--- src/rtl/sync_dp_mem_if.sv ---
// Request/response bundle for the two-port synchronous memory.
// Port A is read-only; port B can read and/or write each cycle.
interface sync_dp_mem_if #(
  parameter int DATA_W = 10,
  parameter int ADDR_W = 4
);
  logic              ready;
  logic [ADDR_W-1:0] a_addr;
  logic              a_rd;
  logic [DATA_W-1:0] a_dout;
  logic              a_valid;
  logic [ADDR_W-1:0] b_addr;
  logic [DATA_W-1:0] b_din;
  logic              b_rd;
  logic              b_wr;
  logic [DATA_W-1:0] b_dout;
  logic              b_valid;

  modport master (
    input  ready, a_dout, a_valid, b_dout, b_valid,
    output a_addr, a_rd, b_addr, b_din, b_rd, b_wr
  );

  modport slave (
    input  a_addr, a_rd, b_addr, b_din, b_rd, b_wr,
    output ready, a_dout, a_valid, b_dout, b_valid
  );
endinterface

--- src/rtl/sync_dp_mem.sv ---
// Synchronous two-port memory with registered reads and a post-reset
// init sweep that loads INIT_VAL into every word before accepting requests.
//
//   state | meaning
//   ------+-----------------------------------------------------------
//   INIT  | sweeping INIT_VAL into mem[init_ptr]; all requests ignored
//   RUN   | sweep complete, ready=1; port A/B requests accepted
module sync_dp_mem #(
  parameter int                 DATA_W   = 10,
  parameter int                 ADDR_W   = 4,
  parameter logic [DATA_W-1:0]  INIT_VAL = '0
) (
  input  logic         clk,
  input  logic         reset,
  sync_dp_mem_if.slave bus
);

  localparam int                DEPTH    = 1 << ADDR_W;
  localparam logic [ADDR_W-1:0] LAST_PTR = ADDR_W'(DEPTH - 1);

  localparam logic [0:0] ST_INIT = 1'b0;
  localparam logic [0:0] ST_RUN  = 1'b1;

  logic [0:0]        state;
  logic [ADDR_W-1:0] init_ptr;
  logic [DATA_W-1:0] mem [DEPTH];

  logic running;
  logic a_acc;
  logic b_rd_acc;
  logic b_wr_acc;
  logic a_fwd;

  assign running  = (state == ST_RUN);
  assign a_acc    = running & bus.a_rd;
  assign b_rd_acc = running & bus.b_rd;
  assign b_wr_acc = running & bus.b_wr;
  // Same-cycle port B write to the address port A is reading: A sees new data.
  assign a_fwd    = b_wr_acc & (bus.b_addr == bus.a_addr);

  // ready rises on the same edge that writes the last sweep word.
  assign bus.ready = running;

  // Init sequencer: one word per clock, then park in RUN until the next reset.
  always_ff @(posedge clk or posedge reset) begin
    if (reset) begin
      state    <= ST_INIT;
      init_ptr <= '0;
    end else if (state == ST_INIT) begin
      init_ptr <= init_ptr + 1'b1;
      if (init_ptr == LAST_PTR) begin
        state <= ST_RUN;
      end
    end
  end

  // Array write path; contents are never touched by the async reset itself.
  always_ff @(posedge clk) begin
    if (state == ST_INIT) begin
      mem[init_ptr] <= INIT_VAL;
    end else if (b_wr_acc) begin
      mem[bus.b_addr] <= bus.b_din;
    end
  end

  // Port A registered read with write-first forwarding from port B.
  always_ff @(posedge clk or posedge reset) begin
    if (reset) begin
      bus.a_valid <= 1'b0;
      bus.a_dout  <= '0;
    end else begin
      bus.a_valid <= a_acc;
      if (a_acc) begin
        bus.a_dout <= a_fwd ? bus.b_din : mem[bus.a_addr];
      end
    end
  end

  // Port B registered read; a combined read+write returns the written data.
  always_ff @(posedge clk or posedge reset) begin
    if (reset) begin
      bus.b_valid <= 1'b0;
      bus.b_dout  <= '0;
    end else begin
      bus.b_valid <= b_rd_acc;
      if (b_rd_acc) begin
        bus.b_dout <= b_wr_acc ? bus.b_din : mem[bus.b_addr];
      end
    end
  end

`ifdef SIM
  // Simulation-only access trace.
  always @(posedge clk) begin
    if (!reset && running) begin
      if (a_acc)    $display("%t sync_dp_mem A rd [%0d]", $time, bus.a_addr);
      if (b_wr_acc) $display("%t sync_dp_mem B wr [%0d] <= %h", $time, bus.b_addr, bus.b_din);
      if (b_rd_acc) $display("%t sync_dp_mem B rd [%0d]", $time, bus.b_addr);
    end
  end
`endif

endmodule

--- src/flat_wrapper.sv ---
// flat-port wrapper written by rule: the top's interface ports become plain ports
module sync_dp_mem_flat 
#(
  parameter int                 DATA_W   = 10,
  parameter int                 ADDR_W   = 4,
  parameter logic [DATA_W-1:0]  INIT_VAL = '0
)
  (clk, reset, bus_a_addr, bus_a_rd, bus_b_addr, bus_b_din, bus_b_rd, bus_b_wr, bus_ready, bus_a_dout, bus_a_valid, bus_b_dout, bus_b_valid);
  sync_dp_mem_if #(.DATA_W(DATA_W), .ADDR_W(ADDR_W)) bus_i ();
  input  logic clk;
  input  logic reset;
  input wire logic [$bits(bus_i.a_addr)-1:0] bus_a_addr;
  input wire logic [$bits(bus_i.a_rd)-1:0] bus_a_rd;
  input wire logic [$bits(bus_i.b_addr)-1:0] bus_b_addr;
  input wire logic [$bits(bus_i.b_din)-1:0] bus_b_din;
  input wire logic [$bits(bus_i.b_rd)-1:0] bus_b_rd;
  input wire logic [$bits(bus_i.b_wr)-1:0] bus_b_wr;
  output wire logic [$bits(bus_i.ready)-1:0] bus_ready;
  output wire logic [$bits(bus_i.a_dout)-1:0] bus_a_dout;
  output wire logic [$bits(bus_i.a_valid)-1:0] bus_a_valid;
  output wire logic [$bits(bus_i.b_dout)-1:0] bus_b_dout;
  output wire logic [$bits(bus_i.b_valid)-1:0] bus_b_valid;
  assign bus_i.a_addr = bus_a_addr;
  assign bus_i.a_rd = bus_a_rd;
  assign bus_i.b_addr = bus_b_addr;
  assign bus_i.b_din = bus_b_din;
  assign bus_i.b_rd = bus_b_rd;
  assign bus_i.b_wr = bus_b_wr;
  assign bus_ready = bus_i.ready;
  assign bus_a_dout = bus_i.a_dout;
  assign bus_a_valid = bus_i.a_valid;
  assign bus_b_dout = bus_i.b_dout;
  assign bus_b_valid = bus_i.b_valid;
  sync_dp_mem #(.DATA_W(DATA_W), .ADDR_W(ADDR_W), .INIT_VAL(INIT_VAL)) u_core (.clk(clk), .reset(reset), .bus(bus_i));
endmodule
--- config.mk ---
export PLATFORM = sky130hd
export DESIGN_NAME = sync_dp_mem_flat
export DESIGN_NICKNAME = d
export VERILOG_FILES = /design/src/rtl/sync_dp_mem_if.sv /design/src/rtl/sync_dp_mem.sv /design/src/flat_wrapper.sv
export SDC_FILE = /design/constraint.sdc
export NUM_CORES = 1
export LEC_CHECK = 0
export CORE_AREA = 2 2 140 142
export CTS_BUF_LIST = sky130_fd_sc_hd__clkbuf_16
export CTS_CLUSTER_DIAMETER = 100
export DETAILED_ROUTE_END_ITERATION = 10
export DIE_AREA = 0 0 142 144
export PLACE_DENSITY_LB_ADDON = 0.05
export SYNTH_ARGS = -nofsm -noshare
export SYNTH_HDL_FRONTEND = slang
export SYNTH_SLANG_ARGS = --single-unit
--- constraint.sdc ---
create_clock -name clk -period 3.7 [get_ports clk]
set_input_delay 0.37 -clock clk [delete_from_list [all_inputs] [get_ports clk]]
set_output_delay 0.37 -clock clk [all_outputs]
set_load 0.01 [all_outputs]
==> results of run 1 <==
worst paths after layout:
check | start | end
max reg2reg | u_core.bus.ready | u_core.mem[12][4]
max in group asynchronous | reset | u_core.bus.a_dout[1]
min reg2reg | u_core.bus.b_dout[6] | u_core.bus.b_dout[6]
min | reset | u_core.bus.b_dout[5]
max | u_core.bus.ready | u_core.mem[12][4]
min in group clk | u_core.bus.b_dout[6] | u_core.bus.b_dout[6]
worst max-delay path: stages, from the launching register on:
cell     delay [ps]
dfrtp_1         630
and2_1          640
nor3_1          100
a21oi_1         400
nor2_1          100
buf_4           220
cell usage after synthesis (7+ instances only):
cell	n
nor2b_1	13
dfrtp_1	27
mux2i_1	11
a221o_1	10
mux4_2	70
xnor2_1	7
mux4_1	10
edfxtp_1	160
and2_1	7
buf_2	8
a22oi_1	20
a21oi_1	34
clkbuf_1	17
and3_1	12
nor2_1	40
kinds of logic after synthesis:
| kind of cell | synth area share, % |
|---|---|
| buffers and inverters | 3.75 |
| xor gates and xnor gates | 0.979 |
| muxes | 21.9 |
| DFF | 61.3 |
| adders and majority gates | 0.140 |
| AOI/OAI and AO/OA | 6.69 |
| and+or+nand+nor | 5.26 |
layer usage:
layer  vias up  global-route usage (%)  part of all wire [%]
li1       2203                       -                     -
met3        25                    5.89                   7.3
met1      2666                    32.8                    45
met4         0                    6.68                   1.6
met2       212                    34.5                    46
met5         -                       0                     0
layout by cell type, fill, tap and decap left out, drive strengths merged, types with 2 or more instances in the layout:
master         synthesis  routed
nor3b                  2       2
nor2b                 13      13
a21oi                 34      34
nand2                  4       4
inv                    4       9
a221o                 10      10
mux2i                 11      11
and2                  13      13
xor2                   3       3
nor2                  40      40
a22oi                 20      20
a31oi                  4       4
dfrtp                 27      27
clkdlybuf4s50          0      41
edfxtp               160     160
nor3                   3       3
mux4                  80      80
clkinvlp               0       2
a211oi                10      10
buf                   20      33
clkbuf                23      17
xnor2                  7       7
and3                  13      13
clkinv                 0       7
registers in the layout, summed over array words and instances (netlist names):
name	flops
u_core.bus.ready	1
u_core.bus.a_dout	10
u_core.init_ptr	4
u_core.bus.b_dout	10
u_core.mem	160
u_core.bus.b_valid	1
u_core.bus.a_valid	1
power groups by stage:
| stage | Combinational, mW | Clock [mW] | Sequential (mW) |
|---|---|---|---|
| after floorplan | 0.264 | 0 | 2.40 |
| after detailed placement | 0.445 | 0 | 2.39 |
| after global placement | 0.440 | 0 | 2.38 |
| final | 0.443 | 1.76 | 2.34 |
| after CTS | 0.446 | 1.79 | 2.34 |
| after global routing | 0.476 | 1.87 | 2.34 |
cell type report:
type,count,area share (%)
tap,238,2.92
inverter,4,0.147
multi-input combinational,277,30.7
clock buffer,17,4.18
clock inverter,15,1.39
timing repair buffer,74,6.85
sequential,187,53.8
metrics by stage:
step / instances / setup slack, ps / hold WS, ps / instance area (sq um) / total power, mW
detailed placement: 780 / 1090 / 520 / 9620 / 2.83
global placement: 780 / 1150 / 511 / 9620 / 2.83
CTS: 812 / 1380 / 489 / 10200 / 4.58
floorplan: 511 / 1500 / 423 / 8940 / 2.66
global route: 812 / 1190 / 561 / 10200 / 4.68
finish: 812 / 1340 / 469 / 10200 / 4.54
==> impl_metrics.ini, run 1 <==
[run_status]
status = completed

[worst_setup_path]
worst_r2r_path_depth = 5
cp-start-kind = flop
r2r_slack_ps = 1340
path_class = flop to flop
worst_setup_path_end_kind = flop
worstPathRequired_ps = 3880
cp.arrival_ps = 2530
cp_max_fo = 17

[floorplan]
ios = 46
core_area_sq_mm = 0.0191
dieWidth_um = 142
die_h_um = 144
row_count = 51
floorplan.die_area_sq_mm = 0.0204
start_util_pct = 46.9

[power]
seqPwrFrac_pct = 51.5
p_comb_share_pct = 9.7
leakage_nw = 3.66
p_sw_mw = 1.08
swShare_pct = 23.7
p_int_mw = 3.47
vdd_drop_max_uv = 349
powerDensity_mw_per_mm2 = 446
clkPwrFrac_pct = 38.8

[layout]
nFillCells = 1503
syn_to_final_growth_pct = 13.9
drive_above_1_share_pct = 26.3
seqCellArea_sq_mm = 0.00548
multi_input_area_sq_mm = 0.00313
fin_util_pct = 53.4
antenna_cells = 0
nets = 585

[placement]
place.gp.congestion = 0.893
port_buffers = 45
hpwl_mm = 15.2

[yosys]
synth_async_sr_flop_share_pct = 14.4
synth_top_area_cell = edfxtp_1
synth_edf_count = 160
synthFlopType = edfxtp_1
syn_nets = 535
avgSynthCellArea_sq_um = 17.5
synthTopCellsByArea = edfxtp_1 (54%), mux4_2 (18%), dfrtp_1 (7.6%), mux4_1 (2.9%), a21oi_1 (1.9%)
yosys_warnings = 0
synth_top_area_share_pct = 53.7
ys_ff_latch = 187
synthesis.area_sq_mm = 0.00894
synthDistinctLibCells = 43
yosysSeqAreaShare_pct = 61.3
syn_inst = 511

[drt]
drc_errors = 0
wirelength_mm = 22.1
antenna_left = 0
routedWlPerCell_um = 27.2
num_vias = 5106
drt-initial-drc-count = 443
routed_via_density = 6.29
firstDrtPassIters = 7

[timing]
hold_violations = 0
setup_viol_count_final = 0
final_max_slew_viol_count = 0
fin_setup_tns_ps = 0
finalClockSkew_ps = 9.28
min_period_ps = 2360
rsz0062_at_grt = no
finalCritPeriodShare_pct = 63.7
slew_headroom_pct = 34.0
clock.fmax_mhz = 424
tightestPinTransition_ps = 989

[clocking]
path_clk_slew_ps = 70
cts_tree = done
cts_max_path_buffers = 2
insertion_delay_ps = 430
htreeDepth = 4
root_buffer = clkbuf_16
cts_made_buffers = 17
postCtsSetupBuffers = 0
cts-resized-gates = 0
ctsHoldBuffers = 0
clock-sinks = 187

[grt]
grt_overflow = 0
grt.total_usage_pct = 22.7
grt_pass1_vias = 5175
antenna_found_initial = 0
grt_first_pass_wirelength_mm = 33.0
grt_max_degree = 46

[worst_hold_path]
hp-class = input pin to async pin

[flow_run]
maxCapViolations = 0
(Power assumes the default switching activity.)
==> run 2: changes to the inputs <==
==> constraint.sdc (replaced) <==
create_clock -name clk -period 2.4 [get_ports clk]
set_input_delay 0.24 -clock clk [delete_from_list [all_inputs] [get_ports clk]]
set_output_delay 0.24 -clock clk [all_outputs]
set_load 0.01 [all_outputs]
==> run 2 against run 1 <==
- critical endpoint is now u_core.mem[7][9]
- worst hold slack worse by 290 ps
- maximum frequency rose by 19%
- largest power group unchanged
- via count grew 2.7%
- count of clock-buffer cells in the layout stayed put
==> impl_metrics.ini, run 2 (synthesized netlist as in run 1, its figures left out) <==
[placement]
port_buffers = 45
hpwl_mm = 16.1
place.gp.congestion = 0.885
dpl_worst_slack_ps = 83.9
dp.cells = 805

[floorplan]
ios = 46
dieWidth_um = 142
start_util_pct = 46.9
row_count = 51
floorplan.die_area_sq_mm = 0.0204
die_h_um = 144
core_area_sq_mm = 0.0191

[layout]
final_common_cell = edfxtp_1
final_cell_mix = edfxtp_1 (160), mux4_2 (70), buf_4 (47), clkdlybuf4s50_1 (41), nor2_1 (40)
largest_reg_flops = 160
top_register = u_core.mem
nets = 610
drive_above_1_share_pct = 28.4
final_cells = 836
antenna_cells = 0
syn_to_final_growth_pct = 15.9
largestRegisters = u_core.mem: 160 flops, u_core.bus.a_dout: 10 flops, u_core.bus.b_dout: 10 flops

[clocking]
cts-resized-gates = 0
cts_made_buffers = 17
postCtsSetupBuffers = 0
root_buffer = clkbuf_16
clock-sinks = 187
htreeDepth = 4
insertion_delay_ps = 430
cts_tree = done
ctsHoldBuffers = 0
path_clk_slew_ps = 70
cts_max_path_buffers = 2

[power]
clkPwrFrac_pct = 37.1
power_mw = 6.89
p_sw_mw = 1.64
vdd_drop_max_uv = 482
powerDensity_mw_per_mm2 = 665
leakage_nw = 3.78
p_comb_share_pct = 10.4
swShare_pct = 23.8
seqPwrFrac_pct = 52.5
p_int_mw = 5.25

[timing]
rsz0062_at_grt = no
layout_setup_ws_ps = 423
hold_violations = 0
slew_headroom_pct = 48.2
fin_setup_tns_ps = 0
finalCritPeriodShare_pct = 82.4
clock.fmax_mhz = 506
setup_viol_count_final = 0
tightestPinTransition_ps = 777
final_max_slew_viol_count = 0
min_period_ps = 1980
finalClockSkew_ps = 10.8

[drt]
wirelength_mm = 22.8
firstDrtPassIters = 5
drt-initial-drc-count = 606
num_vias = 5242
routed_via_density = 6.27
antenna_left = 0
drc_errors = 0
routedWlPerCell_um = 27.3

[grt]
antenna_found_initial = 1
grt.met3_usage_pct = 4.54
grt_pass1_vias = 5315
grt_use_met2_pct = 36.8
busiest_layer = met2
grt_max_degree = 30
grt_overflow = 0
grt.total_usage_pct = 23.7
grt_first_pass_wirelength_mm = 34.4
use_met1_pct = 35.4

[worst_setup_path]
cp_max_fo = 12
worstPathRequired_ps = 2540
r2r-end = u_core.mem[7][9]
path_class = flop to flop
worst_setup_path_end_kind = flop
r2r_slack_ps = 420
cp.arrival_ps = 2110
r2r-start = u_core.bus.ready
cp-start-kind = flop
worst_r2r_path_depth = 4

[flow_run]
maxCapViolations = 0

[worst_hold_path]
hp-class = input pin to async pin

[run_status]
status = completed
-- run 2: layout make-up --
class	instances	area (sq um)
Sequential cell	187	5480
Tap cell	238	298
Fill cell	1534	8710
Inverter	4	15.0
Clock inverter	14	97.6
Multi-Input combinational cell	277	3130
Timing Repair Buffer	99	923
Clock buffer	17	425
-- run 2: power groups by stage --
| stage | Clock, mW | Sequential, mW | Combinational [mW] |
|---|---|---|---|
| global route | 2.72 | 3.62 | 0.771 |
| detailed placement | 0 | 3.69 | 0.719 |
| global placement | 0 | 3.68 | 0.717 |
| finish | 2.56 | 3.62 | 0.718 |
| CTS | 2.62 | 3.62 | 0.723 |
| floorplan | 0 | 3.69 | 0.407 |
-- run 2: critical path: stages (launching register included) --
cell and delay [ps]:
dfrtp_1 410, and2_1 440, a31oi_1 300, nor2_1 300, buf_4 230
-- run 2: worst max path at each step --
stage	cells after the start	start	to
floorplan	6	u_core.bus.ready	u_core.mem[12][0]
global placement	5	bus_b_wr	u_core.mem[7][3]
detailed placement	5	bus_b_wr	u_core.mem[7][3]
CTS	5	u_core.mem[1][0]	u_core.bus.a_dout[0]
global route	4	u_core.bus.ready	u_core.mem[7][9]
finish	4	u_core.bus.ready	u_core.mem[7][9]
-- run 2: through the flow --
stage | utilization (%) | instance area (sq um) | hold slack [ps]
after floorplan | - | 8940 | 293
after global placement | 51.6 | 9850 | 562
after detailed placement | 51.6 | 9850 | 569
after CTS | 54.3 | 10400 | 188
after global routing | 54.3 | 10400 | 227
final | 54.3 | 10400 | 183
-- run 2: routing by layer --
| layer | vias to the layer above | wire [um] | share of wire, % |
|---|---|---|---|
| met2 | 226 | 10800 | 47 |
| met4 | 0 | 212 | 0.93 |
| met3 | 19 | 1570 | 6.9 |
| li1 | 2249 | - | - |
| met1 | 2748 | 10300 | 45 |
| met5 | - | 0 | 0 |
